--- src/rtl/demux1to16_reg.sv ---
// Sequential 1-to-16 demultiplexer: stages addressed or auto-sequenced bits in a shadow register
// and publishes them atomically to out. Define DEMUX_MSB_FIRST_EN for MSB-first auto framing.
module demux1to16_reg #(
    parameter int unsigned SEL_W = 4,
    parameter int unsigned N     = 16
) (
    input  logic             clk,
    input  logic             rst,
    input  logic             in,
    input  logic [SEL_W-1:0] sel,
    input  logic             in_valid,
    input  logic             auto_en,
    input  logic             commit,
    output logic [N-1:0]     out,
    output logic [SEL_W-1:0] ptr,
    output logic             frame_done
);

`ifdef DEMUX_MSB_FIRST_EN
    localparam logic [SEL_W-1:0] PtrFirst = '1;
    localparam logic [SEL_W-1:0] PtrLast  = '0;
    localparam logic [SEL_W-1:0] PtrStep  = '1;
`else
    localparam logic [SEL_W-1:0] PtrFirst = '0;
    localparam logic [SEL_W-1:0] PtrLast  = '1;
    localparam logic [SEL_W-1:0] PtrStep  = SEL_W'(1);
`endif

    logic [N-1:0]     shadow_q, shadow_d;
    logic [N-1:0]     out_q, out_d;
    logic [SEL_W-1:0] ptr_q, ptr_d;
    logic             done_q, done_d;
    logic [SEL_W-1:0] wr_idx;

    always_comb begin
        shadow_d = shadow_q;
        out_d    = out_q;
        ptr_d    = ptr_q;
        done_d   = 1'b0;
        wr_idx   = auto_en ? ptr_q : sel;

        // shadow_d already holds this cycle's write, so a publish in the same cycle includes it
        if (in_valid) begin
            shadow_d[wr_idx] = in;
        end

        if (auto_en) begin
            if (in_valid) begin
                ptr_d = ptr_q + PtrStep;
                if (ptr_q == PtrLast) begin
                    out_d  = shadow_d;
                    done_d = 1'b1;
                end
            end
        end else begin
            ptr_d = PtrFirst;
            if (commit) begin
                out_d  = shadow_d;
                done_d = 1'b1;
            end
        end
    end

    always_ff @(posedge clk) begin
        if (rst) begin
            shadow_q <= '0;
            out_q    <= '0;
            ptr_q    <= PtrFirst;
            done_q   <= 1'b0;
        end else begin
            shadow_q <= shadow_d;
            out_q    <= out_d;
            ptr_q    <= ptr_d;
            done_q   <= done_d;
        end
    end

    assign out        = out_q;
    assign ptr        = ptr_q;
    assign frame_done = done_q;

endmodule

--- config.mk ---
export PLATFORM = sky130hd
export DESIGN_NAME = demux1to16_reg
export DESIGN_NICKNAME = d
export VERILOG_FILES = /design/src/rtl/demux1to16_reg.sv
export SDC_FILE = /design/constraint.sdc
export NUM_CORES = 1
export LEC_CHECK = 0
export ABC_AREA = 1
export CORE_MARGIN = 2
export CORE_UTILIZATION = 47
export CTS_CLUSTER_SIZE = 8
export DETAILED_ROUTE_END_ITERATION = 10
export GPL_TIMING_DRIVEN = 0
export PLACE_DENSITY = 0.76
export SKIP_CTS_REPAIR_TIMING = 1
export SLEW_MARGIN = 20
export SYNTH_ARGS = -nofsm -noshare
export SYNTH_HDL_FRONTEND = slang
export SYNTH_SLANG_ARGS = --single-unit
--- constraint.sdc ---
create_clock -name clk -period 1.3 [get_ports clk]
set_clock_uncertainty 0.05 [all_clocks]
set_input_delay 0.39 -clock clk [delete_from_list [all_inputs] [get_ports clk]]
set_output_delay 0.39 -clock clk [all_outputs]
set_load 0.01 [all_outputs]
==> flow_metrics.tcl <==
set metrics [dict create \
    synth_edf_count 0 \
    initialDrtViolationCount 39 \
    async_flop_share 0 \
    ir_drop_v 0.0008710 \
    combPwrFrac 0.172 \
    crit_type "register to register" \
    final_antenna_net_count 0 \
    drive_above_1_share 0.3801 \
    ios 31 \
    clock_sinks 37 \
    synth_top_area_cell "dfxtp_1" \
    synth_flop_cell "dfxtp_1" \
    cp_num_buf_inv 1 \
    cpLargestDelayFamily "flip-flops" \
    finalHoldViolCount 0 \
    fp.coreArea_um2 3633 \
    setup_viol 25 \
    cts_buffer_depth 2 \
    syn_avg_cell_area_um2 7.687 \
    port_buffers 27 \
    place_hpwl_mm 2.449 \
    die_x_um 65.33 \
    die_area_um2 4268 \
    switching_share 0.2760 \
    mappedNetlistNets 241 \
    ys_seq_elements 37 \
    startpoint_type "register" \
    layout.nets 281 \
    power.internal_mw 1.855 \
    p_clk_frac 0.359 \
    grt_pass1_wl_mm 5.720 \
    slowest_delay_ps 360 \
    insertion_delay_ps 300 \
    yosys.cell_types.count 27 \
    post-route-min-period_ps 1417 \
    arrival_ps 1550 \
    layout_commonest_cell "nand2_1" \
    hold_slack_ps 317.3 \
    violations "negative setup slack" \
    n_fill_cell 306 \
    h-tree-depth 2 \
    maxCapViolations 0 \
    tightest_slew_ps 479.7 \
    setup_slack_ps -116.7 \
    clk_pin_slew_ps 80 \
    p_switching_mw 0.7072 \
    num_rows 22 \
    worstHoldPathType "input port to register" \
    max_freq_mhz 705.9 \
    required_ps 1440 \
    drtPass1Iterations 4 \
    wl_per_cell_um 12.50 \
    fin_cells 319 \
    antenna_found_initial 0 \
    drt_wl_total_mm 3.988 \
    drv_slew 0 \
    gp_congestion 0.7868 \
    path_max_fanout 5 \
    cts_buffers 5 \
    crit_cells 8 \
    area_growth_pct 43.31 \
    status "finished, violations left" \
    rr_worst_depth 8 \
    synth_seq_area_share 0.4190 \
    yosysTopAreaCellShare 0.4190 \
    min_period_over_period 1.090 \
    worstPathCellList "ha_4 -> nand2_4 -> nor2_4 -> nand3_2 -> nand2_4 -> clkbuf_16 -> o21ai_0 -> a21oi_2" \
    grt_max_degree 13 \
    drc 0 \
    p_per_area_nw_per_um2 1011 \
    endpoint_kind "register" \
    n_antenna_cell 0 \
    via_per_inst 4.950 \
    yosys-top-cells-area "dfxtp_1, nand2_1, inv_1, nand3_1, nor2_1" \
    multi_input_area_um2 1023 \
    start_util 0.4866 \
    netlist_area_um2 1768 \
    place_inst 305 \
    netlist_instances 230 \
    grt_pass1_vias 1251 \
    final_cell_mix "nand2_1, dfxtp_1, nand2_2, dlymetal6s2s_1, inv_1" \
    vias 1579 \
    slew_headroom 0.6802 \
    track_usage 0.1769 \
    crit_path_frequent_cell "nand2_4" \
    cts_root_buf "clkbuf_8" \
    worst_path_max_delay_cell "dfxtp_4" \
    die_h_um 65.33 \
    grt_setup_unrepaired "yes" \
    power.leakage_nw 1.341 \
    seqPwrFrac 0.470 \
    grt_overflow 0 \
    hold_depth 2 \
    yosys_warnings 0 \
    regArea_um2 750.7 \
    cts_tree "yes" \
]
## area by class of cell
class                      count  share of cell area
tap                           48             0.02370
multi-input combinational    157              0.4039
buffer                         9             0.03506
timing repair buffer          33              0.1536
clock buffer                   7             0.03802
clock inverter                 1            0.003457
inverter                      27             0.04593
sequential                    37              0.2963
## synth_stat cells, types with 2 or more instances
master / n
nand2_1: 62
dfxtp_1: 37
inv_1: 23
nor2_1: 19
nand3_1: 16
o21ai_0: 14
a21oi_1: 13
a21oi_2: 7
nand2_2: 6
buf_6: 3
clkbuf_1: 3
nor2_4: 3
nor2_8: 3
buf_2: 2
inv_2: 2
inv_6: 2
nand2_4: 2
nand3_4: 2
nor3_1: 2
o21ai_1: 2
## final timing paths
check / start / to / slack, ps
max: ptr[0] / out[3] / -120
min reg2reg: shadow_q[5] / shadow_q[5] / 470
max reg2reg: ptr[0] / out[3] / -120
min: rst / shadow_q[13] / 320
## kinds of logic (layout without fill, tap and decap cells)
family,Yosys count,after routing,synth area share
DFF,37,37,0.4190
adders and majority gates,1,1,0.007076
AOI/OAI and AO/OA,37,37,0.1210
buffers and inverters,36,77,0.09837
and+or+nand+nor,119,119,0.3546
## sequential cells by signal, summed over array words and instances (netlist names)
| register | cells |
|---|---|
| frame_done | 1 |
| shadow_q | 16 |
| ptr | 4 |
| out | 16 |
## through the flow
step           setup slack, ps  area (um^2)    util  setup TNS, ps  power (mW)
6_report                -116.7         2534  0.6973         -918.0       2.562
5_1_grt                 -168.6         2534  0.6973          -3360       2.653
4_1_cts                 -403.9         2226  0.6126         -11610       2.495
3_5_place_dp            -522.7         2121  0.5837         -14900       1.596
3_3_place_gp            -529.1         2121  0.5837         -15100       1.591
2_1_floorplan            1.306         1790       -              0       1.462
## metal layers
metal	global-route usage	wire length [um]	vias up
li1	-	-	799
met1	0.2260	1812	743
met2	0.2870	1984	31
met3	0.04795	146	6
met4	0.06250	46	0
met5	0	0	-
## power by group through the flow
| stage | Sequential, mW | Combinational (mW) | Clock (mW) |
|---|---|---|---|
| after floorplan | 1.24 | 0.220 | 0 |
| after global placement | 1.23 | 0.365 | 0 |
| after detailed placement | 1.23 | 0.369 | 0 |
| after CTS | 1.20 | 0.371 | 0.923 |
| after global routing | 1.21 | 0.476 | 0.969 |
| final | 1.20 | 0.440 | 0.920 |
Note: power is estimated with default switching activity, not from simulation.
==> patch (same settings) <==
Add a define of `DEMUX_MSB_FIRST_EN`.
--- a/src/rtl/demux1to16_reg.sv
+++ b/src/rtl/demux1to16_reg.sv
@@ -1,5 +1,7 @@
 // Sequential 1-to-16 demultiplexer: stages addressed or auto-sequenced bits in a shadow register
 // and publishes them atomically to out. Define DEMUX_MSB_FIRST_EN for MSB-first auto framing.
+`define DEMUX_MSB_FIRST_EN
+
 module demux1to16_reg #(
     parameter int unsigned SEL_W = 4,
     parameter int unsigned N     = 16
Function: changed (a bounded check fails within 4 cycles, from zero or initial values and one cycle with rst high).
==> patch against the original RTL <==
- the flow still finishes with violations (setup timing)
- synthesized cell count up 13%
- cell area up 6.7%
- critical path depth up 1
- sequential cell count unchanged
- area after synthesis up 3.5%
- global-route usage up 0.56 points
- power down 4.3%
- setup slack worse by 0.14 ns
- via count up 8.0%
- routed wire length up 4.2%
- hold slack better by 0.10 ns
- die area up 3.3%
- largest cell class unchanged
==> patch: results (changes against the original RTL) <==
GRT Overall Usage 18.3% (+0.56 points); sequential area share after synthesis 40.5% (-1.4 points); Clock Latency Late Sink 0.29 ns; share of layout cells above drive strength 1 35.9% (-2.1 points); CP Data Arrival Time 1.73 ns (+0.18 ns); most common library cells after synthesis nand2_1, inv_1, dfxtp_1, nand3_1, nor2_1; Worst-Margin Slew 0.307 ns (-0.173 ns); largest net degree at the start of global routing 11 (-2); first-pass GRT wire length 6100 microns (+6.6%); Final HPWL DP 2540 microns (+3.9%); failing checks setup timing; NetSw 0.000702 W (-0.73%); crit path max fanout 6 (+1); status finished, violations left; nets 313 (+11%); Routed WL 4160 microns (+4.2%); Pleak 1.46 nW (+8.8%); Finished Layout Cells 349 (+9.4%); Synth area leaders dfxtp_1, nand2_1, nand3_1; initial drt markers 79 (+100%); drt first pass iters 4 (unchanged); post-route setup slack -0.252 ns (-0.135 ns); # setup viols final 27 (+8.0%); DR vias 1705 (+8.0%); Peak VDD IR 0.794 mV (-8.8%); vias in the first global route 1328 (+6.2%); average size of a mapped cell 7.06 sq um (-8.1%); Inst Count DP 336 (+10%); Final Wtd Congestion 0.734 (-6.8%); clock buffer depth 2 (unchanged); Synth warnings 0 (unchanged); DP Area 2260 sq um (+6.7%); Comb. pwr 0.000508 W (+15%); Buffers on Ports 29 (+7.4%); hold_ws 0.420 ns (+0.103 ns); Gate power share 20.7% (+3.5 points); count of cell types in the netlist 25 (-7.4%); syn_nets 270 (+12%)
patch: changes by cell type in the layout (fill, tap and decap cells not counted), sizes merged, moves of 3 or more:
cell          change
nand3            +17
dlymetal6s2s      +3
a21oi             -3
inv              +15
o21ai            -12
nand2            +11
clkbuf            -6
patch: metrics by stage:
| stage | worst slack [ns] | setup TNS (ns) |
|---|---|---|
| floorplan | -0.0804 | -0.913 |
| global placement | -0.685 | -21.62 |
| detailed placement | -0.700 | -21.91 |
| CTS | -0.497 | -16.92 |
| global route | -0.345 | -6.37 |
| finish | -0.252 | -3.69 |
patch: critical path, stage by stage (launching register included):
cell,delay (ns)
dfxtp_4,0.36
inv_4,0.07
ha_4,0.13
inv_4,0.03
nor3_4,0.23
nand3_4,0.20
buf_6,0.20
nand3_2,0.06
nand2_2,0.05
a21oi_2,0.11
patch: worst paths after layout:
check	end	depth (start not counted)	from
hold / removal	ptr[2]	4	auto_en
setup reg to reg	out[10]	9	ptr[0]
hold reg to reg	ptr[3]	1	ptr[3]
setup / recovery	out[10]	9	ptr[0]
patch: final cells by class:
type / count / area (sq um)
flip-flops and latches: 37 / 753
well taps: 48 / 60.1
clock buffers: 5 / 68.8
repair buffers: 35 / 428
fillers: 297 / 986
inverters: 43 / 179
clock inverters: 1 / 5.00
plain buffers: 8 / 87.6
multi-input cells: 172 / 1120
patch: cell families after synthesis:
kind of cell	share of synthesized area, %
buf+inv	12.0
fa+ha+maj	0.684
simple gates	38.6
flops	40.5
compound gates	8.21
patch: routing by layer:
| layer | GRT usage, % | vias to the layer above | share of wire [%] |
|---|---|---|---|
| met3 | 5.28 | 9 | 4.1 |
| met1 | 24.9 | 781 | 43 |
| met5 | 0 | - | 0 |
| met2 | 27.1 | 34 | 51 |
| met4 | 6.89 | 0 | 2.0 |
| li1 | - | 881 | - |
